===== src/rtl/time_bcd_pkg.sv =====
// time_bcd_pkg: shared FSM state type, BCD codes and constant helpers for time_bcd_seq
package time_bcd_pkg;
  typedef enum logic [1:0] {IDLE, SHIFT, DONE} state_t;
  localparam logic [3:0] BCD_BLANK = 4'hF;
  localparam logic [3:0] BCD_NINE = 4'h9;
  function automatic logic [63:0] pow10(input int n);
    logic [63:0] p;
    p = 64'd1;
    for (int i = 0; i < n; i++) p = p * 64'd10;
    return p;
  endfunction
  function automatic int clog2(input int v);
    int r;
    r = 0;
    while ((1 << r) < v) r++;
    return r;
  endfunction
endpackage


===== src/rtl/dd_engine.sv =====
// dd_engine: one channel's double-dabble datapath (load din, add-3 + shift per cycle; nxt is the scratch after the current shift)
module dd_engine #(
  parameter int IN_W = 6,
  parameter int NDIG = 2
) (
  input  logic              clk,
  input  logic              rst,
  input  logic              load,
  input  logic              shift,
  input  logic [IN_W-1:0]   din,
  output logic [NDIG*4-1:0] nxt
);
  localparam int BW = NDIG * 4;
  logic [IN_W-1:0] bin;
  logic [BW-1:0] scr, adj;
  always_comb begin
    adj = scr;
    for (int d = 0; d < NDIG; d++)
      adj[d*4 +: 4] = (scr[d*4 +: 4] >= 4'd5) ? scr[d*4 +: 4] + 4'd3 : scr[d*4 +: 4];
  end
  assign nxt = BW'({adj, bin[IN_W-1]});
  always_ff @(posedge clk) begin
    if (rst) begin
      bin <= '0;
      scr <= '0;
    end else if (load) begin
      bin <= din;
      scr <= '0;
    end else if (shift) begin
      bin <= bin << 1;
      scr <= nxt;
    end
  end
endmodule


===== src/rtl/time_bcd_seq.sv =====
// time_bcd_seq: NCH-channel sequential binary-to-BCD converter (clk, rst, in_valid/in_ready/in_data -> out_valid/out_ready/out_bcd/out_ovf, busy); TIME_BCD_BLANK_EN blanks leading zeros with 4'hF
module time_bcd_seq
  import time_bcd_pkg::*;
#(
  parameter int NCH  = 3,
  parameter int IN_W = 6,
  parameter int NDIG = 2
) (
  input  logic                   clk,
  input  logic                   rst,
  input  logic                   in_valid,
  output logic                   in_ready,
  input  logic [NCH*IN_W-1:0]    in_data,
  output logic                   out_valid,
  input  logic                   out_ready,
  output logic [NCH*NDIG*4-1:0]  out_bcd,
  output logic [NCH-1:0]         out_ovf,
  output logic                   busy
);
  localparam int CW = clog2(IN_W + 1);
  localparam int BW = NDIG * 4;
  localparam logic [63:0] LIMIT = pow10(NDIG);
  state_t state;
  logic [CW-1:0] cnt;
  logic [NCH-1:0] ovf_r, ovf_nxt;
  logic [BW-1:0] nxt [NCH];
  logic [NCH*BW-1:0] fmt;
  logic [3:0] nib;
  logic load;
`ifdef TIME_BCD_BLANK_EN
  logic lead;
`endif
  assign in_ready = state == IDLE;
  assign busy = !in_ready;
  assign out_valid = state == DONE;
  assign load = in_ready && in_valid;
  for (genvar c = 0; c < NCH; c++) begin : g_ch
    dd_engine #(.IN_W(IN_W), .NDIG(NDIG)) u_dd (
      .clk(clk),
      .rst(rst),
      .load(load),
      .shift(state == SHIFT),
      .din(in_data[c*IN_W +: IN_W]),
      .nxt(nxt[c])
    );
  end
  always_comb begin
    ovf_nxt = '0;
    for (int c = 0; c < NCH; c++) ovf_nxt[c] = 64'(in_data[c*IN_W +: IN_W]) >= LIMIT;
  end
  always_comb begin
    fmt = '0;
    nib = '0;
`ifdef TIME_BCD_BLANK_EN
    lead = 1'b0;
`endif
    for (int c = 0; c < NCH; c++) begin
`ifdef TIME_BCD_BLANK_EN
      lead = 1'b1;
`endif
      for (int d = NDIG - 1; d >= 0; d--) begin
        nib = nxt[c][d*4 +: 4];
`ifdef TIME_BCD_BLANK_EN
        fmt[(c*NDIG+d)*4 +: 4] = ovf_r[c] ? BCD_NINE : (lead && nib == 4'd0 && d != 0) ? BCD_BLANK : nib;
        lead = lead && nib == 4'd0;
`else
        fmt[(c*NDIG+d)*4 +: 4] = ovf_r[c] ? BCD_NINE : nib;
`endif
      end
    end
  end
  always_ff @(posedge clk) begin
    if (rst) begin
      state <= IDLE;
      cnt <= '0;
      ovf_r <= '0;
      out_bcd <= '0;
      out_ovf <= '0;
    end else begin
      case (state)
        IDLE: if (in_valid) begin
          state <= SHIFT;
          cnt <= CW'(IN_W);
          ovf_r <= ovf_nxt;
        end
        SHIFT: begin
          cnt <= cnt - 1'b1;
          if (cnt == CW'(1)) begin
            state <= DONE;
            out_bcd <= fmt;
            out_ovf <= ovf_r;
          end
        end
        DONE: if (out_ready) state <= IDLE;
        default: state <= IDLE;
      endcase
    end
  end
endmodule


===== config.mk =====
export PLATFORM = sky130hd
export DESIGN_NAME = time_bcd_seq
export DESIGN_NICKNAME = d
export VERILOG_FILES = /design/src/rtl/time_bcd_pkg.sv /design/src/rtl/dd_engine.sv /design/src/rtl/time_bcd_seq.sv
export SDC_FILE = /design/constraint.sdc
export NUM_CORES = 1
export LEC_CHECK = 0
export ABC_AREA = 1
export BUFFER_PORTS_ARGS = -buffer_cell sky130_fd_sc_hd__buf_2
export CORE_MARGIN = 2
export CORE_UTILIZATION = 49
export CTS_BUF_LIST = sky130_fd_sc_hd__clkbuf_8
export CTS_CLUSTER_SIZE = 16
export DETAILED_ROUTE_END_ITERATION = 10
export PLACE_DENSITY = 0.7
export SYNTH_ARGS = -nofsm -noshare
export SYNTH_HDL_FRONTEND = slang
export SYNTH_SLANG_ARGS = --single-unit

===== constraint.sdc =====
create_clock -name clk -period 1.85 [get_ports clk]
set_input_delay 0.0925 -clock clk [delete_from_list [all_inputs] [get_ports clk]]
set_output_delay 0.0925 -clock clk [all_outputs]
set_load 0.01 [all_outputs]

==> flow_metrics.env <==
export IMPL_status="complete, no violations"
export IMPL_drc=0
export IMPL_p_leak_nw=2.05
export IMPL_end_kind="flop"
export IMPL_io_buffers=48
export IMPL_finalHoldViolations=0
export IMPL_cts_tree="yes"
export IMPL_postSynthAreaPerCell_um2=6.72
export IMPL_io_pins=52
export IMPL_routabilityCongestion=0.805
export IMPL_finalSetupViolCount=0
export IMPL_slowest_delay_ns=0.30
export IMPL_synth_cells=524
export IMPL_drt_wl_total_um=7630
export IMPL_routed_via_density=4.83
export IMPL_path_buf_inv=3
export IMPL_die_w_um=88.8
export IMPL_cts_hold_buf=4
export IMPL_synthArstFlopShare_pct=0
export IMPL_required_ns=2.09
export IMPL_fin_crit_sh_pct=73.0
export IMPL_drv_slew=0
export IMPL_rsz0062_at_grt="false"
export IMPL_post_cts_resized=0
export IMPL_period_needed_ns=1.35
export IMPL_wl_per_cell_um=11.2
export IMPL_grt_max_degree=27
export IMPL_rows=30
export IMPL_synth_area_um2=3520
export IMPL_worstPathCellList="inv_1, ha_1, nand3_2, inv_2, nand3_1, nand2_1, inv_1"
export IMPL_yosysWarnings=0
export IMPL_cts_inserted_buffers=9
export IMPL_yosysSeqAreaShare_pct=40.4
export IMPL_power_density_nw_per_um2=828
export IMPL_max_freq_ghz=0.741
export IMPL_n_antenna_cell=0
export IMPL_synth_seq_cells=71
export IMPL_path_delay_family="buffers and inverters"
export IMPL_grt_pass1_vias=3006
export IMPL_fp_dieArea_um2=7880
export IMPL_antenna_found_initial=0
export IMPL_maxCapViolations=0
export IMPL_worst_path_most_repeated_cell="inv_1"
export IMPL_grt_ovfl_total=0
export IMPL_setup_tns_ns=0
export IMPL_worstHoldPathType="primary input to flop"
export IMPL_hpwl_um=5230
export IMPL_cts_sinks=71
export IMPL_clock_skew_ns=0.00897
export IMPL_first_pass_iters=4
export IMPL_start_util_pct=51.3
export IMPL_path_clk_slew_ns=0.07
export IMPL_irDropWorstVdd_v=0.000512
export IMPL_cp_start_kind="flop"
export IMPL_cts_setup_buffers=0
export IMPL_cts_max_path_buffers=2
export IMPL_critical_path_class="flop to flop"
export IMPL_synth_cell_types=23
export IMPL_cts_root_buffer="clkbuf_8"
export IMPL_htreeDepth=3
export IMPL_drt_iter0_markers=172
export IMPL_grt_usage_pct=21.1
export IMPL_drive_gt1_share_pct=13.2
export IMPL_vias=3277
export IMPL_ant_nets=0
export IMPL_die_h_um=88.8
export IMPL_crit_fanout=19
export IMPL_clock_latency_ns=0.34
export IMPL_crit_path_top_delay_cell="dfxtp_1"
export IMPL_fin_nets=613
export IMPL_synth_edff_count=0
export IMPL_grt_pass1_wl_um=13000
export IMPL_ys_flop_type="dfxtp_1"
export IMPL_critical_path_arrival_ns=1.59
export IMPL_area_growth_syn_to_layout_pct=15.9
export IMPL_power_total_w=0.00338
export IMPL_coreArea_um2=6870
final timing paths:
path,startpoint,to,slack (ns),depth (start not counted)
worst max-delay path,cnt[1],out_bcd[9],0.50,7
worst max register to register,cnt[1],out_bcd[9],0.50,7
worst min register to register,out_bcd[7],out_bcd[7],0.47,2
worst min-delay path,in_data[11],g_ch[1].u_dd.bin[5],0.05,4
state kept, by name (all words and copies together) (netlist names):
name / count
cnt: 3
state: 2
g_ch.u_dd.scr: 24
g_ch.u_dd.bin: 18
out_bcd: 24
Yosys cell counts, drive strengths merged, types with 2 or more instances:
cell type / count / share of area (%)
a21boi: 2 / 0.43
a21oi: 46 / 6.5
and2: 15 / 2.7
buf: 14 / 2.3
clkbuf: 7 / 0.75
dfxtp: 71 / 40
ha: 14 / 5.0
inv: 96 / 10
nand2: 137 / 15
nand3: 57 / 8.2
nand4: 12 / 2.1
nor2: 32 / 3.6
o21ai: 17 / 2.4
placed cells by master (no fill, tap or decap), types with 4 or more instances in the layout:
| cell type | synthesis | layout |
|---|---|---|
| buf_4 | 5 | 9 |
| a21oi_1 | 46 | 46 |
| nor2_1 | 31 | 31 |
| nand3_1 | 56 | 56 |
| and2_1 | 15 | 15 |
| o21ai_0 | 17 | 16 |
| clkbuf_8 | 0 | 10 |
| buf_2 | 7 | 48 |
| dlygate4sd3_1 | 0 | 4 |
| nand4_1 | 12 | 12 |
| inv_1 | 93 | 95 |
| ha_1 | 14 | 14 |
| dfxtp_1 | 71 | 71 |
| nand2_1 | 136 | 136 |
metal layers:
layer / share of wire, % / global-route usage, %
met1: 48 / 27.3
met2: 46 / 34.3
met5: 0 / 0
met4: 0.92 / 7.16
met3: 5.2 / 5.22
power by group:
group / switching [W] / internal [W] / total (W)
clock: 0.000566 / 0.000643 / 0.00121
sequential: 0.0000522 / 0.00161 / 0.00166
combinational: 0.000317 / 0.000189 / 0.000505
kinds of logic after synthesis:
group / count (synthesis) / synth area share [%]
other cells: 1 / 0.106
simple gates: 253 / 31.3
flops: 71 / 40.4
buf+inv: 117 / 13.3
compound gates: 68 / 9.98
fa+ha+maj: 14 / 4.97
worst min-delay path: stages:
cell and delay (ns):
buf_2 0.07, nand2_1 0.04, nand3_1 0.05, and2_1 0.10
cell type report:
type                            instances  area, um2
Clock inverter                          6       52.6
Inverter                               96        360
Tap cell                               96        120
Timing Repair Buffer                   61        348
Clock buffer                           10        138
Fill cell                             672       2790
Sequential cell                        71       1420
Multi-Input combinational cell        338       1640
through the flow:
stage | util [%] | setup WS, ns | cell area (um2) | std cells | hold WS, ns
detailed placement | 56.1 | 0.512 | 3850 | 658 | 0.347
CTS | 59.4 | 0.495 | 4080 | 678 | 0.0338
global placement | 56.1 | 0.541 | 3850 | 658 | 0.342
finish | 59.4 | 0.500 | 4080 | 678 | 0.0494
floorplan | - | 0.568 | 3530 | 526 | 0.235
global route | 59.4 | 0.310 | 4080 | 678 | 0.0546
Power figures use the tool's default switching activity.
